--- config.mk ---
export PLATFORM = sky130hd
export DESIGN_NAME = fetch_unit
export DESIGN_NICKNAME = d
export VERILOG_FILES = /design/src/rtl/fetch_unit.sv
export SDC_FILE = /design/constraint.sdc
export NUM_CORES = 1
export LEC_CHECK = 0
export CORE_UTILIZATION = 43
export DETAILED_ROUTE_END_ITERATION = 7
export MAX_ROUTING_LAYER = met4
export PLACE_DENSITY_LB_ADDON = 0.08
export SETUP_SLACK_MARGIN = 0.05
export SYNTH_ARGS = -nofsm -noshare
export SYNTH_HDL_FRONTEND = slang
export SYNTH_SLANG_ARGS = --single-unit
--- constraint.sdc ---
create_clock -name clk -period 7.2 [get_ports clk]
set_clock_uncertainty 0.1 [all_clocks]
set_input_delay 1.44 -clock clk [delete_from_list [all_inputs] [get_ports clk]]
set_output_delay 1.44 -clock clk [all_outputs]
set_load 0.01 [all_outputs]
--- src/rtl/fetch_unit.sv ---
// Instruction-fetch stage: latches the PC on a start pulse, issues one memory read and loads the returned word.
// Optional memory-timeout detection is built when FETCH_TIMEOUT_EN is defined.
module fetch_unit #(
    parameter int          ADDR_W      = 64,
    parameter logic [31:0] RESET_INSTR = 32'h0000_0013,
    parameter int          TIMEOUT     = 15
) (
    input  logic              clk,
    input  logic              reset,
    input  logic              fetch_start,
    input  logic [ADDR_W-1:0] pc_in,
    input  logic              flush,
    input  logic              fault_clr,
    output logic              imem_rd,
    output logic [ADDR_W-1:0] imem_addr,
    input  logic [31:0]       imem_rdata,
    input  logic              imem_rvalid,
    output logic [31:0]       Instruction,
    output logic              instr_valid,
    output logic              busy,
    output logic              fault,
    output logic [1:0]        fault_code
);

    if (TIMEOUT < 2 || TIMEOUT > 255) begin : g_bad_timeout
        $error("fetch_unit: TIMEOUT must be in 2..255");
    end

    typedef enum logic [2:0] {
        S_IDLE,
        S_REQ,
        S_WAIT,
        S_DRAIN,
        S_FAULT
    } state_t;

    localparam logic [1:0] FC_NONE     = 2'b00;
    localparam logic [1:0] FC_MISALIGN = 2'b01;
    localparam logic [1:0] FC_TIMEOUT  = 2'b10;

    state_t            state_q, state_d;
    logic [ADDR_W-1:0] addr_q, addr_d;
    logic [31:0]       instr_q, instr_d;
    logic              instr_valid_q, instr_valid_d;
    logic [1:0]        fault_code_q, fault_code_d;
    logic              timeout_hit;

`ifdef FETCH_TIMEOUT_EN
    localparam logic [7:0] TO_LAST = 8'(TIMEOUT - 1);

    logic [7:0] cnt_q, cnt_d;

    assign timeout_hit = (cnt_q == TO_LAST);

    // Any state change restarts the count; staying in WAIT/DRAIN means no response arrived.
    always_comb begin
        cnt_d = cnt_q;
        if (state_d != state_q) begin
            cnt_d = 8'd0;
        end else if (state_q == S_WAIT || state_q == S_DRAIN) begin
            cnt_d = cnt_q + 8'd1;
        end
    end

    always_ff @(posedge clk or posedge reset) begin
        if (reset) begin
            cnt_q <= 8'd0;
        end else begin
            cnt_q <= cnt_d;
        end
    end
`else
    assign timeout_hit = 1'b0;
`endif

    always_ff @(posedge clk or posedge reset) begin
        if (reset) begin
            state_q       <= S_IDLE;
            addr_q        <= '0;
            instr_q       <= RESET_INSTR;
            instr_valid_q <= 1'b0;
            fault_code_q  <= FC_NONE;
        end else begin
            state_q       <= state_d;
            addr_q        <= addr_d;
            instr_q       <= instr_d;
            instr_valid_q <= instr_valid_d;
            fault_code_q  <= fault_code_d;
        end
    end

    always_comb begin
        state_d       = state_q;
        addr_d        = addr_q;
        instr_d       = instr_q;
        instr_valid_d = 1'b0;
        fault_code_d  = fault_code_q;
        case (state_q)
            S_IDLE: begin
                if (fetch_start) begin
                    if (pc_in[1:0] == 2'b00) begin
                        addr_d  = pc_in;
                        state_d = S_REQ;
                    end else begin
                        fault_code_d = FC_MISALIGN;
                        state_d      = S_FAULT;
                    end
                end
            end
            S_REQ: begin
                // The request is already on the bus, so a flush must still absorb its response.
                state_d = flush ? S_DRAIN : S_WAIT;
            end
            S_WAIT: begin
                if (flush) begin
                    state_d = imem_rvalid ? S_IDLE : S_DRAIN;
                end else if (imem_rvalid) begin
                    instr_d       = imem_rdata;
                    instr_valid_d = 1'b1;
                    state_d       = S_IDLE;
                end else if (timeout_hit) begin
                    fault_code_d = FC_TIMEOUT;
                    state_d      = S_FAULT;
                end
            end
            S_DRAIN: begin
                if (imem_rvalid || timeout_hit) begin
                    state_d = S_IDLE;
                end
            end
            S_FAULT: begin
                if (fault_clr) begin
                    fault_code_d = FC_NONE;
                    state_d      = S_IDLE;
                end
            end
            default: begin
                state_d = S_IDLE;
            end
        endcase
    end

    always_comb begin
        imem_rd     = (state_q == S_REQ);
        imem_addr   = addr_q;
        busy        = (state_q != S_IDLE);
        fault       = (state_q == S_FAULT);
        Instruction = instr_q;
        instr_valid = instr_valid_q;
        fault_code  = fault_code_q;
    end

endmodule

### Word-level counts from Yosys, hierarchy flattened

Cells that the tools add are included.

| cells by class | value |
|---|---|
| multiplexer cells | 15 |
| multipliers | 0 |
| reductions and logical operators | 8 |
| bitwise logic cells | 1 |
| shifts and indexed selects | 0 |
| $add $sub $neg | 0 |
| equal/unequal tests | 7 |
| order comparisons | 0 |
| divide/modulo/power cells | 0 |

Operators with widths:

| kind | number |
|---|---|
| $mux 3 | 5 |
| $pmux 3 s5 | 1 |
| $mux 2 | 4 |
| $eq 3x2->1 const B | 2 |
| $ne 2x2->1 const B | 3 |
| $reduce_and 3->1 | 2 |
| $mux 1 | 4 |
| $pmux 2 s2 | 1 |
| $reduce_and 4->1 | 1 |
| $eq 3x1->1 const B | 1 |
| $eq 3x3->1 const B | 1 |
| $logic_not 3->1 | 1 |
| $reduce_bool 3->1 | 1 |
| $logic_not 2->1 | 1 |
| $reduce_and 2->1 | 1 |
| $reduce_bool 2->1 | 1 |
| $not 1->1 | 1 |

| storage, ports and cells | value |
|---|---|
| latch bits | 0 |
| memories kept | 0 |
| flip-flop bits (word level) | 102 |
| bits in read-only memories | 0 |
| word-level logic and storage cells | 36 |
| memory bits (writable) | 0 |
| bits of input ports | 102 |
| output and inout port bits | 102 |

### Longest topological paths before layout

| logic depth | value |
|---|---|
| word-level depth | 4 |
| gate-level depth with buffers | 6 |
| mapped depth without buffers | 3 |

### Worst setup path after synthesis

OpenSTA, ideal clock, no wires.

| path | value |
|---|---|
| path kind | in2reg |
| start | in pc_in[0] |
| end | reg addr_q[10] (netlist: imem_addr[10]) |
| setup time | 0.125 ns |
| data arrival time | 2.392 ns |
| path buffers | 2 |
| setup slack | 4.583 ns |
| stages | 5 |
| path through | nor4_2 nand3b_1 buf_6 buf_6 mux2_4 |

| on the way | value |
|---|---|
| cells in the longest elaborated chain, start to end | 2 |

RTL lines:

| what | RTL line | text |
|---|---|---|
| from (decl) | 11 | `input logic [ADDR_W-1:0] pc_in,` |
| $logic_not 2->1 | 101 | `if (pc_in[1:0] == 2'b00) begin` |
| $reduce_and 3->1 (no line) | n/a |  |
| to (signal assigned) | 85 | `addr_q <= addr_d;` |
| to (decl) | 42 | `logic [ADDR_W-1:0] addr_q, addr_d;` |

No other way between the ends.
A chain may end at the register's enable or synchronous reset.

### Worst setup path after layout

| path | value |
|---|---|
| start | in pc_in[1] |
| end | reg addr_q[60] (netlist: imem_addr[60]) |

Same word-level chain as after synthesis.

==> flow_metrics.py <==
metrics = {
    "power": {
        "p_int_mw": 1.85,
        "vdd_drop_max_mv": 0.199,
        "comb_power_share_pct": 45.8,
        "switching_share_pct": 28.2,
        "p_leak_nw": 2.82,
        "clock_power_share_pct": 15.1,
        "switchingPower_mw": 0.726,
        "power_frac_seq_pct": 39.1,
        "power.density_mw_per_mm2": 406,
    },
    "drt": {
        "wirelength_um": 8980,
        "drt_iter0_markers": 50,
        "vias_per_cell": 4.83,
        "antenna_left": 0,
        "vias": 2655,
        "top_layer_used": "met4",
        "wl_met3_um": 624,
        "drt-pass1-iter-count": 4,
        "m1WireLength_um": 3880,
        "wl_per_cell_um": 16.3,
        "drc": 0,
        "dr_wl_met2_um": 4360,
    },
    "critical_path": {
        "r2r_cells": 4,
        "max_stage_delay_ns": 0.81,
        "critPathKind": "in -> reg",
        "worstSetupStartpointType": "input port",
        "path_cells": "clkdlybuf4s50_1 -> nor4_2 -> nand3b_1 -> buf_4 -> mux2_2",
        "cp_max_fo": 55,
        "worstReg2RegStart": "state_q[0]",
        "cp-end-kind": "flop",
        "reg2reg_slack_ns": 4.69,
        "cp_slowest_cell": "buf_4",
        "rr_endpoint": "imem_addr[60]",
        "arrival_ns": 3.64,
        "cp.required_ns": 7.33,
    },
    "final_layout": {
        "seqCellArea_mm2": 0.00253,
        "drive_gt1_share_pct": 25.1,
        "post-route-util_pct": 68.9,
        "diodes": 0,
        "syn_to_final_growth_pct": 55.7,
        "final_common_cell": "clkdlybuf4s50_1",
        "multi_input_area_mm2": 0.00140,
        "n_fill_cell": 657,
        "mostFrequentLayoutCells": "clkdlybuf4s50_1, dfrtp_1, mux2_4",
        "nets": 537,
    },
    "place": {
        "buffer_ports.inserted": 202,
        "gp_congestion": 0.692,
        "hpwl_um": 6520,
    },
    "synthesis": {
        "syn_inst": 233,
        "synth_cell_types": 26,
        "yosys_warnings": 0,
        "ys_ff_latch": 101,
        "avgSynthCellArea_um2": 17.5,
        "syn_nets": 335,
        "syn_area_mm2": 0.00407,
        "yosysSeqAreaShare_pct": 62.2,
    },
    "clock_network": {
        "clk_pin_slew_ns": 0.09,
        "cts_tree": "yes",
        "post_cts_resized": 0,
        "clock_sinks": 101,
        "hold_buffers": 0,
        "cts_buffers": 9,
        "post_cts_buffers": 0,
        "clk_latency_ns": 0.34,
        "clk_path_buf_depth": 2,
        "htree_levels": 3,
        "root_buffer": "clkbuf_8",
    },
    "floorplanning": {
        "core_mm2": 0.00920,
        "die_w_um": 99.3,
        "pin_count": 204,
        "die-area_mm2": 0.00986,
        "start_util_pct": 44.2,
        "die_h_um": 99.3,
        "fp-row-count": 35,
    },
    "sta": {
        "slew_headroom_pct": 38.1,
        "finalCriticalPeriod_ns": 3.51,
        "finalSetupViolCount": 0,
        "finalCritPeriodShare_pct": 48.7,
        "max_freq_ghz": 0.285,
        "rsz0062_at_grt": "false",
        "hold_slack_ns": 0.393,
        "timing.final.hold_violations": 0,
        "tns_ns": 0,
        "maxSlewViolCount": 0,
        "worst_slew_pin_slew_ns": 0.928,
    },
    "global_route": {
        "grt_max_degree": 56,
        "grt_pass1_vias": 2838,
        "antenna_found_initial": 0,
        "grt.overflow.total": 0,
        "grt_pass1_wl_um": 14400,
        "grt_util_all_layers_pct": 19.4,
    },
    "worst_hold_path": {
        "worstHoldStart": "Instruction[9]",
        "whs_endpoint": "Instruction[9]",
        "hold_depth": 1,
        "hold_path_class": "reg -> reg",
    },
    "job": {
        "maxCapViolCount": 0,
    },
    "status": {
        "outcome": "complete, no violations",
    },
}
## cell type report
| cell class | count | share of cell area [%] |
|---|---|---|
| flip-flops and latches | 101 | 40.0 |
| repair buffers | 205 | 32.3 |
| multi-input cells | 116 | 22.0 |
| clock buffers | 11 | 2.23 |
| well taps | 111 | 2.19 |
| clock inverters | 4 | 1.15 |
| inverters | 2 | 0.158 |
## metal layers
layer	GRT usage, %	vias to the layer above
li1	-	1211
met1	25.1	1315
met2	30.3	119
met5	-	-
met3	4.71	10
met4	6.00	0
## power groups by stage
stage / registers, mW / clock network [mW] / logic, mW
after floorplan: 1.12 / 0 / 0.412
after global placement: 1.00 / 0 / 1.17
after detailed placement: 1.01 / 0 / 1.19
after CTS: 1.01 / 0.398 / 1.19
after global routing: 1.04 / 0.423 / 1.25
final: 1.00 / 0.388 / 1.18
## cell families (layout without fill, tap and decap cells)
group           count (synthesis)  in the layout  synth area share, %
flops                         101            101                 62.2
buf+inv                        16            222                 3.51
simple gates                   12             12                 2.21
other cells                     1              1               0.0922
mux                            96             96                 30.9
compound gates                  7              7                 1.11
## stage by stage
stage	power, mW	instance area [µm²]	cells	worst slack, ns
after floorplan	1.53	4070	233	3.02
after global placement	2.17	6120	535	3.33
after detailed placement	2.20	6120	535	3.28
after CTS	2.60	6330	550	3.66
after global routing	2.72	6330	550	3.53
final	2.57	6330	550	3.69
## state kept, by name, indices dropped and copies added, names as in the netlist
name         flops
Instruction     32
imem_addr       64
state_q          3
instr_valid      1
fault_code       1
## worst max-delay path, delay by kind of cell
kind,cells,cell delay (ns)
AND/OR/NAND/NOR,2,0.45
buffers and inverters,2,1.31
multiplexers,1,0.41
## cells in the mapped netlist
master,number,area (µm²)
buf_2,3,15.0
mux2_2,40,450
a211oi_1,1,7.51
buf_4,1,7.51
buf_6,10,113
o31ai_1,1,7.51
nand2_1,2,7.51
mux2_1,8,90.1
mux2_4,47,706
nor3_1,1,5.00
nor4_2,1,12.5
nor4_4,1,21.3
o21ai_0,1,5.00
dfstp_2,3,78.8
conb_1,1,3.75
nor2_1,1,3.75
inv_1,2,7.51
a21oi_1,2,10.0
o21bai_1,1,7.51
or3_1,1,6.26
and2_1,3,18.8
mux2i_1,1,10.0
nand3b_1,1,7.51
o21a_1,1,7.51
nor3b_1,1,7.51
dfrtp_1,98,2450
## how the worst max path moves through the flow
stage,start,endpoint,slack [ns],depth (start not counted)
after global placement,pc_in[1],imem_addr[61],3.33,5
final,pc_in[1],imem_addr[60],3.69,5
after CTS,pc_in[0],imem_addr[60],3.66,5
after global routing,pc_in[1],imem_addr[60],3.53,5
after detailed placement,pc_in[0],imem_addr[60],3.28,5
after floorplan,reset,Instruction[10],3.02,1
Note: power is estimated with default switching activity, not from simulation.
